File: src/rtl/vector_load_wb.sv
// vector_load_wb: load sequencer that fetches one (scalar) or four (vector) 32-bit words
// from memory and writes them to the register file as a single 128-bit write-back.
//
// Ports:
//   clk, rst            single clock, synchronous active-high reset
//   start, dest         load request and destination register (dest[4:3]==2'b11 -> vector)
//   base_addr           byte address of beat 0
//   busy, done          busy in every state but idle; done pulses for one cycle at the end
//   mem_req, mem_addr   read request (held until acknowledged) and address of current beat
//   mem_ack, mem_rdata  read data valid and read data
//   we3, a3, wd3        register-file write port
//
// Optional feature (macro VLOAD_ERR_EN): adds input mem_err (qualified by mem_ack) and output
// err. An errored beat aborts the load through a one-cycle error state with no register write.
module vector_load_wb #(
  parameter int unsigned ADDR_W = 32,
  parameter int unsigned STRIDE = 4
) (
  input  logic              clk,
  input  logic              rst,
  input  logic              start,
  input  logic [4:0]        dest,
  input  logic [ADDR_W-1:0] base_addr,
  output logic              busy,
  output logic              done,
  output logic              mem_req,
  output logic [ADDR_W-1:0] mem_addr,
  input  logic              mem_ack,
  input  logic [31:0]       mem_rdata,
`ifdef VLOAD_ERR_EN
  input  logic              mem_err,
  output logic              err,
`endif
  output logic              we3,
  output logic [4:0]        a3,
  output logic [127:0]      wd3
);

`ifdef VLOAD_ERR_EN
  typedef enum logic [1:0] {StIdle, StReq, StWb, StErr} state_e;
`else
  typedef enum logic [1:0] {StIdle, StReq, StWb} state_e;
`endif

  state_e                 state_q, state_d;
  logic [4:0]             dest_q, dest_d;
  logic [ADDR_W-1:0]      base_q, base_d;
  logic [1:0]             beat_q, beat_d;
  logic [3:0][31:0]       lane_q, lane_d;

  logic                   is_vec;
  logic                   last_beat;
  logic                   accept;
  logic [ADDR_W-1:0]      offset;

  assign is_vec    = (dest_q[4:3] == 2'b11);
  assign last_beat = is_vec ? (beat_q == 2'd3) : 1'b1;

  // Address arithmetic is deliberately modulo 2^ADDR_W so a load may wrap past the top.
  assign offset    = ADDR_W'(STRIDE) * ADDR_W'(beat_q);
  assign mem_addr  = base_q + offset;
  assign a3        = dest_q;
  assign wd3       = lane_q;

  always_comb begin
    state_d = state_q;
    dest_d  = dest_q;
    base_d  = base_q;
    beat_d  = beat_q;
    lane_d  = lane_q;
    busy    = 1'b1;
    done    = 1'b0;
    mem_req = 1'b0;
    we3     = 1'b0;
    accept  = 1'b0;
`ifdef VLOAD_ERR_EN
    err     = 1'b0;
`endif

    unique case (state_q)
      StIdle: begin
        busy = 1'b0;
        if (start) begin
          dest_d  = dest;
          base_d  = base_addr;
          beat_d  = 2'd0;
          // Clear lanes so a scalar load (or an aborted one) never exposes old data.
          lane_d  = '0;
          state_d = StReq;
        end
      end

      StReq: begin
        mem_req = 1'b1;
        if (mem_ack) begin
`ifdef VLOAD_ERR_EN
          if (mem_err) begin
            state_d = StErr;
          end else begin
            accept = 1'b1;
          end
`else
          accept = 1'b1;
`endif
        end
        if (accept) begin
          lane_d[beat_q] = mem_rdata;
          beat_d         = beat_q + 2'd1;
          if (last_beat) begin
            state_d = StWb;
          end
        end
      end

      StWb: begin
        done    = 1'b1;
        // Register 0 is never written, but the load still completes.
        we3     = (dest_q != 5'd0);
        state_d = StIdle;
      end

`ifdef VLOAD_ERR_EN
      StErr: begin
        done    = 1'b1;
        err     = 1'b1;
        state_d = StIdle;
      end
`endif

      default: begin
        state_d = StIdle;
      end
    endcase
  end

  always_ff @(posedge clk) begin
    if (rst) begin
      state_q <= StIdle;
      dest_q  <= '0;
      base_q  <= '0;
      beat_q  <= '0;
      lane_q  <= '0;
    end else begin
      state_q <= state_d;
      dest_q  <= dest_d;
      base_q  <= base_d;
      beat_q  <= beat_d;
      lane_q  <= lane_d;
    end
  end

endmodule

File: config.mk
export PLATFORM = sky130hd
export DESIGN_NAME = vector_load_wb
export DESIGN_NICKNAME = d
export VERILOG_FILES = /design/src/rtl/vector_load_wb.sv
export SDC_FILE = /design/constraint.sdc
export NUM_CORES = 1
export LEC_CHECK = 0
export CORE_ASPECT_RATIO = 0.5
export CORE_MARGIN = 10
export CORE_UTILIZATION = 30
export CTS_CLUSTER_DIAMETER = 100
export DETAILED_ROUTE_END_ITERATION = 6
export PLACE_DENSITY = 0.58
export SLEW_MARGIN = 5
export SYNTH_ARGS = -nofsm -noshare
export SYNTH_HDL_FRONTEND = slang
export SYNTH_SLANG_ARGS = --single-unit
File: constraint.sdc
create_clock -name clk -period 4.3 [get_ports clk]
set_clock_uncertainty 0.05 [all_clocks]
set_input_delay 0.86 -clock clk [delete_from_list [all_inputs] [get_ports clk]]
set_output_delay 0.86 -clock clk [all_outputs]
set_load 0.01 [all_outputs]
## Yosys cells after proc, flatten, opt, wreduce, memory -nomap -nowiden

Cells that the tools add are included.

| word-level totals | value |
|---|---|
| word-level logic and storage cells | 46 |
| register bits after elaboration | 169 |
| input port bits | 73 |
| output and inout bits | 169 |

| cells by class | value |
|---|---|
| $add $sub $neg | 2 |
| multiplexer cells | 20 |
| equality and inequality tests | 7 |
| $lt $le $gt $ge | 2 |
| reduce and logical (&&, ||, !) cells | 7 |

Operators with widths:

| cell | count |
|---|---|
| $mux 128 | 2 |
| $pmux 128 s2 | 1 |
| $bwmux 128 | 1 |
| $demux 32 s2 | 1 |
| $add 32x4->32 | 1 |
| $mux 32 | 1 |
| $mux 2 | 5 |
| $pmux 2 s2 | 2 |
| $mux 1 | 7 |
| $eq 2x2->1 const B | 3 |
| $ne 2x2->1 const B | 3 |
| $reduce_and 3->1 | 2 |
| $reduce_bool 5->1 | 1 |
| $lt 2x3->1 const B | 1 |
| $add 2x1->2 const B | 1 |
| $eq 2x1->1 const B | 1 |
| $ge 2x1->1 const B | 1 |
| $logic_not 2->1 | 1 |
| $reduce_and 2->1 | 1 |
| $reduce_bool 2->1 | 1 |
| $logic_and 1x1->1 | 1 |

## Depth between registers and ports, before layout

Gate-level depths: netlist of the first run.

| logic depth | value |
|---|---|
| depth in word-level cells | 7 |
| depth in mapped cells | 7 |
| gate-level depth less buffers | 6 |

## Least setup slack after synthesis of the first run

OpenSTA, ideal clock, no wires.

| timing | value |
|---|---|
| path type | flip-flop to output port |
| start point | register beat_q[0] |
| end point | output port mem_addr[30] |
| stages on the path, launching flop included | 7 |
| path slack | 1.578 ns |
| data arrival time | 1.812 ns |
| path buffers | 0 |
| cells stage by stage | dfxtp_1 ha_1 fa_1 and4_1 nor3b_2 nand4_1 xnor2_1 |

| between the ends | value |
|---|---|
| word-level cells in the longest chain between the ends | 1 |

RTL lines:

| what | RTL line | source |
|---|---|---|
| start: declaration | 48 | `logic [1:0] beat_q, beat_d;` |
| start signal: assignment | 147 | `beat_q <= beat_d;` |
| $add 32x4->32 | 61 | `assign mem_addr = base_q + offset;` |
| end: declaration | 27 | `output logic [ADDR_W-1:0] mem_addr,` |

No other way between the ends.

## Worst setup path in the final report of the first run

Ends and elaborated chain as after synthesis.

==> results.sh, run 1 <==
export IMPL_outcome="completed"
export IMPL_hold_violations=0
export IMPL_timing_final_setup_violations=0
export IMPL_mappedNetlistNets=797
export IMPL_area_of_the_multi_input_gates_um2=2770
export IMPL_first_pass_grt_wire_length_mm=36.4
export IMPL_slew_violations=0
export IMPL_detailed_routing_iteration_count_for_the_pre_antenna_repair_pass=5
export IMPL_core_area_um2=20800
export IMPL_pin_count_of_the_biggest_net_entering_global_routing=82
export IMPL_place_gp_congestion=0.799
export IMPL_final_seq_area_um2=3380
export IMPL_cp_required_ps=3390
export IMPL_initial_core_util=0.308
export IMPL_synth_top_cell_area_share=0.528
export IMPL_postSynthAreaPerCell_um2=8.93
export IMPL_detailedPlacementHpwl_mm=16.6
export IMPL_syn_inst=717
export IMPL_cp_max_fo=9
export IMPL_cts_sinks=169
export IMPL_ant_nets=0
export IMPL_static_leakage_power_nw=3.43
export IMPL_yosys_area_top_type="dfxtp_1"
export IMPL_hold_path_class="reg -> reg"
export IMPL_max_clock_freq_ghz=0.254
export IMPL_fp_row_count=37
export IMPL_first_global_vias=5953
export IMPL_final_setup_tns_ps=0
export IMPL_timing_critical_path_to_type="output port"
export IMPL_grt_antenna_before_repair=1
export IMPL_post_route_cell_area_um2=9620
export IMPL_cts_reportedPaths_clkPinSlew_ps=70
export IMPL_ys_seq_elements=169
export IMPL_crit_path_start_kind="flip-flop"
export IMPL_total_vias_in_the_final_route=6023
export IMPL_slew_headroom=0.507
export IMPL_post_synth_main_area_contributors="dfxtp_1, a22oi_1, nor2_1"
export IMPL_vdd_drop_max_mv=0.283
export IMPL_cts_made_buffers=17
export IMPL_post_route_cells_drive_above_1_share=0.0542
export IMPL_num_io_pins=242
export IMPL_power_per_cell_area_nw_per_um2=372
export IMPL_die_area_um2=28000
export IMPL_unrepaired_setup_endpoints_after_global_routing="no"
export IMPL_drt_vias_per_instance=4.96
export IMPL_horizontal_extent_of_the_die_um=227
export IMPL_route_detailed_wl_per_inst_um=19.8
export IMPL_drc_errors=0
export IMPL_worstSetupPathType="reg -> out"
export IMPL_tritoncts="yes"
export IMPL_number_of_nets_in_the_final_layout=1008
export IMPL_overflow=0
export IMPL_drt_wl_total_mm=24.1
export IMPL_period_share=0.916
export IMPL_layout_cells_most_common_list="clkdlybuf4s50_1, dfxtp_1, nor2_1"
export IMPL_period_needed_ps=3940
export IMPL_synthDistinctLibCells=33
export IMPL_bufs_on_longest_clock_path=2
export IMPL_grtUsageTotal=0.167
export IMPL_layout_commonest_cell="clkdlybuf4s50_1"
export IMPL_first_iter_violations=505
export IMPL_synthesis_area_um2=6410
export IMPL_placedInstanceArea_um2=9000
export IMPL_io_buffer_count=241
export IMPL_die_h_um=123
export IMPL_worst_ep_arrival_time_ps=3030
export IMPL_insertion_delay_ps=420
export IMPL_yosysSeqAreaShare=0.528
export IMPL_synthesis_yosys_warnings=0
export IMPL_clock_tree_root_cell="clkbuf_16"
export IMPL_area_growth_syn_to_layout_pct=50.1
export IMPL_worst_pin_slew_ps=740
export IMPL_max_cap_violations=0
export IMPL_count_of_h_tree_levels_built_during_cts=4
export IMPL_n_fill_cell=2039
[metrics by stage]
step / worst slack [ps] / util / power [W] / cells / hold slack, ps
final: 363 / 0.463 / 0.00358 / 1215 / 408
after global routing: 130 / 0.463 / 0.00374 / 1215 / 425
after CTS: 158 / 0.462 / 0.00363 / 1214 / 411
after detailed placement: 632 / 0.433 / 0.00204 / 1182 / 400
after global placement: 734 / 0.433 / 0.00203 / 1182 / 395
after floorplan: 1580 / - / 0.00182 / 717 / 387
[area by class of cell]
| cell class | count | area share |
|---|---|---|
| antenna | 1 | 0.000260 |
| tap | 273 | 0.0355 |
| timing repair buffer | 252 | 0.260 |
| inverter | 4 | 0.00156 |
| multi-input combinational | 484 | 0.288 |
| clock inverter | 13 | 0.0167 |
| sequential | 169 | 0.352 |
| clock buffer | 19 | 0.0461 |
[cell families (layout without fill, tap and decap cells)]
kind of cell / count (synthesis) / in the layout / share of synthesized area
DFF: 169 / 169 / 0.528
buffers and inverters: 64 / 288 / 0.0418
and+or+nand+nor: 272 / 272 / 0.186
adders and majority gates: 7 / 7 / 0.0148
xor gates and xnor gates: 28 / 28 / 0.0383
other: 0 / 1 / 0
AOI/OAI and AO/OA: 177 / 177 / 0.191
[cell usage after synthesis (all sizes together)]
cell type / instances
a22oi: 129
or4: 1
and3: 5
nor2: 136
dfxtp: 169
xor2: 3
or2: 2
nand2b: 2
and4: 2
o21a: 1
xnor2: 25
a21o: 5
nor4: 1
clkbuf: 40
buf: 20
or3b: 1
o21ai: 3
ha: 6
nor3b: 3
nand2: 84
nor4b: 1
a21oi: 39
inv: 4
nand3: 15
nand4: 11
nor2b: 2
and3b: 1
fa: 1
and2: 5
[metal layers]
| metal | part of all wire | routed length, um | vias to the layer above | GRT usage |
|---|---|---|---|---|
| li1 | - | - | 2907 | - |
| met1 | 0.42 | 10200 | 2938 | 0.197 |
| met2 | 0.50 | 12100 | 152 | 0.293 |
| met3 | 0.055 | 1330 | 26 | 0.0402 |
| met4 | 0.021 | 507 | 0 | 0.0625 |
| met5 | 0 | 0 | - | 0 |
[state kept, by name (all words and copies together), names as in the netlist]
register,flops
wd3,128
base_q,32
a3,5
beat_q,2
state_q,2
[final timing paths]
path / start / end / cells past startpoint / slack (ps)
min: base_q[0] / base_q[0] / 2 / 410
min reg2reg: base_q[0] / base_q[0] / 2 / 410
max: beat_q[0] / mem_addr[30] / 7 / 360
max reg2reg: state_q[0] / wd3[47] / 5 / 2420
[worst max-delay path, stage by stage (launching register included)]
cell             delay [ps]
dfxtp_1                 420
ha_1                    220
fa_1                    250
and4_1                  280
nor3b_4                 490
nand4_1                 190
xnor2_1                 180
clkdlybuf4s50_1         570
[power breakdown]
part | switching (W) | internal, W | total (W)
Combinational | 0.000194 | 0.000168 | 0.000362
Clock | 0.000690 | 0.000893 | 0.00158
Sequential | 0.0000353 | 0.00160 | 0.00163
Total | 0.000919 | 0.00266 | 0.00358
[repair_timing]
action / CTS / global route
gates resized for setup: 0 / 1
hold buffers: 0 / 0
setup buffers: 0 / 0
setup endpoints to repair: 0 / 6
Note: power is estimated with default switching activity, not from simulation.
==> run 2: changes to the inputs <==
--- a/config.mk
+++ b/config.mk
@@ -10,6 +10,7 @@
 export CORE_UTILIZATION = 30
 export CTS_CLUSTER_DIAMETER = 100
 export DETAILED_ROUTE_END_ITERATION = 6
+export HOLD_SLACK_MARGIN = 0.15
 export PLACE_DENSITY = 0.58
 export SLEW_MARGIN = 5
 export SYNTH_ARGS = -nofsm -noshare
==> results of run 2 <==
No change in the layout: final DEF, timing and power equal those of run 1.
==> run 3: changes to the inputs <==
--- a/config.mk
+++ b/config.mk
@@ -7,11 +7,11 @@
 export LEC_CHECK = 0
 export CORE_ASPECT_RATIO = 0.5
 export CORE_MARGIN = 10
-export CORE_UTILIZATION = 30
+export CORE_UTILIZATION = 45
 export CTS_CLUSTER_DIAMETER = 100
 export DETAILED_ROUTE_END_ITERATION = 6
 export HOLD_SLACK_MARGIN = 0.15
-export PLACE_DENSITY = 0.58
+export PLACE_DENSITY = 0.81
 export SLEW_MARGIN = 5
 export SYNTH_ARGS = -nofsm -noshare
 export SYNTH_HDL_FRONTEND = slang
==> run 3 against run 2 <==
  * Critical path type unchanged
  * Wire length fell by 9.0%
  * Register-to-register slack improved by 30 ps
  * Total power fell by 0.78%
  * Sequential share of layout area rose by 0.44 points
  * Critical path depth did not move
  * Design area fell by 1.2%
  * Maximum frequency fell by 3.1%
  * Utilization rose by 23 points
==> results.sh, run 3 (synthesis gave the netlist of run 1 again) <==
export IMPL_unrepaired_setup_endpoints_after_global_routing="no"
export IMPL_final_setup_tns_ps=0
export IMPL_timing_hold_worst_path_depth=2
export IMPL_power_per_cell_area_nw_per_um2=374
export IMPL_layout_commonest_cell="clkdlybuf4s50_1"
export IMPL_initial_core_util=0.466
export IMPL_period_needed_ps=4060
export IMPL_cts_sinks=169
export IMPL_drt_vias_per_instance=5.40
export IMPL_insertion_delay_ps=410
export IMPL_first_pass_grt_wire_length_mm=34.3
export IMPL_drt_wl_total_mm=21.9
export IMPL_timing_critical_path_to_type="output port"
export IMPL_route_detailed_wl_per_inst_um=19.4
export IMPL_detailedPlacementHpwl_mm=15.3
export IMPL_reg2reg_depth=4
export IMPL_regToRegStartpoint="state_q[0]"
export IMPL_ant_cells=0
export IMPL_core_area_um2=13700
export IMPL_cts_resized=0
export IMPL_cts_reportedPaths_clkPinSlew_ps=70
export IMPL_area_growth_syn_to_layout_pct=48.3
export IMPL_num_io_pins=242
export IMPL_io_buffer_count=241
export IMPL_total_vias_in_the_final_route=6117
export IMPL_vdd_drop_max_mv=0.276
export IMPL_count_of_hold_buffers_inserted_by_post_cts_repair=0
export IMPL_drc_errors=0
export IMPL_timing_hold_ws_ps=411
export IMPL_first_global_vias=5969
export IMPL_detailed_routing_iteration_count_for_the_pre_antenna_repair_pass=6
export IMPL_min_delay_worst_endpoint="base_q[1]"
export IMPL_clock_tree_root_cell="clkbuf_16"
export IMPL_worst_ep_arrival_time_ps=3150
export IMPL_crit_path_start_kind="flip-flop"
export IMPL_slew_headroom=0.350
export IMPL_fp_row_count=30
export IMPL_cp_required_ps=3390
export IMPL_global_route_peak_usage_layer="met2"
export IMPL_period_share=0.945
export IMPL_grt_antenna_before_repair=0
export IMPL_worst_hold_startpoint="base_q[1]"
export IMPL_bufs_on_longest_clock_path=2
export IMPL_static_leakage_power_nw=3.40
export IMPL_setup_reg_to_reg_worst_slack_ps=2450
export IMPL_use_met1=0.261
export IMPL_pin_count_of_the_biggest_net_entering_global_routing=93
export IMPL_max_clock_freq_ghz=0.246
export IMPL_first_iter_violations=581
export IMPL_cts_setup_buffers=0
export IMPL_place_gp_congestion=0.868
export IMPL_setup_slack_at_placement_ps=723
export IMPL_die_area_um2=19700
export IMPL_cp_max_fo=9
export IMPL_final_core_util=0.691
export IMPL_cts_made_buffers=17
export IMPL_max_ffs_per_register=128
export IMPL_outcome="completed"
export IMPL_max_cap_violations=0
export IMPL_post_route_cells_drive_above_1_share=0.0532
export IMPL_tritoncts="yes"
export IMPL_ant_nets=0
export IMPL_grt_met2_usage=0.342
export IMPL_die_h_um=104
export IMPL_groute_layer_met3_usage=0.0626
export IMPL_slew_violations=0
export IMPL_number_of_nets_in_the_final_layout=1007
export IMPL_overflow=0
export IMPL_count_of_h_tree_levels_built_during_cts=4
export IMPL_worst_pin_slew_ps=975
export IMPL_layout_cells_most_common_list="clkdlybuf4s50_1, dfxtp_1, nor2_1"
export IMPL_hold_path_class="reg -> reg"
export IMPL_worstSetupPathType="reg -> out"
export IMPL_hold_violations=0
export IMPL_grtUsageTotal=0.213
export IMPL_timing_final_setup_violations=0
export IMPL_r2r_end="base_q[18]"
export IMPL_horizontal_extent_of_the_die_um=189
export IMPL_setup_slack_ps=235
## run 3: cell count changes in the layout (fill, tap and decap cells not counted), sizes merged
cell,before,now
diode,1,0
clkinvlp,0,2
buf,12,11
clkinv,5,3
## run 3: worst max path at each step
stage                     slack [ps]  startpoint  depth (start not counted)            to
final                            240   beat_q[0]                          7  mem_addr[30]
after floorplan                 1580   beat_q[0]                          6  mem_addr[30]
after detailed placement         720   beat_q[0]                          7  mem_addr[30]
after CTS                        260   beat_q[0]                          7  mem_addr[30]
after global routing              60   beat_q[0]                          7  mem_addr[30]
after global placement           820   beat_q[0]                          7  mem_addr[24]
## run 3: where the power goes
group          internal, W  switching, W  total [W]
Clock             0.000892      0.000669    0.00156
Combinational     0.000168      0.000189   0.000357
Sequential         0.00160     0.0000350    0.00163
## run 3: final cells by class
class | instances | area, um2
fillers | 1105 | 4240
flip-flops and latches | 169 | 3380
multi-input cells | 484 | 2760
repair buffers | 251 | 2500
clock buffers | 19 | 443
well taps | 192 | 240
clock inverters | 13 | 159
inverters | 4 | 15.0
## run 3: per-stage QoR
| stage | cells | area, um2 | power (W) |
|---|---|---|---|
| 2_1_floorplan | 717 | 6410 | 0.00182 |
| 3_3_place_gp | 1100 | 8900 | 0.00202 |
| 3_5_place_dp | 1100 | 8900 | 0.00202 |
| 4_1_cts | 1132 | 9500 | 0.00357 |
| 5_1_grt | 1132 | 9500 | 0.00367 |
| 6_report | 1132 | 9500 | 0.00355 |
## run 3: per-layer routing
metal	share of wire	up-vias	wire [um]
met5	0	-	0
met2	0.48	240	10400
li1	-	2904	-
met3	0.080	44	1750
met4	0.032	0	711
met1	0.41	2929	9010
## run 3: critical path: stages (launching register included)
cell             delay (ps)
dfxtp_1                 430
ha_1                    230
fa_1                    240
and4_1                  270
nor3b_2                 580
nand4_1                 210
xnor2_1                 210
clkdlybuf4s50_1         570
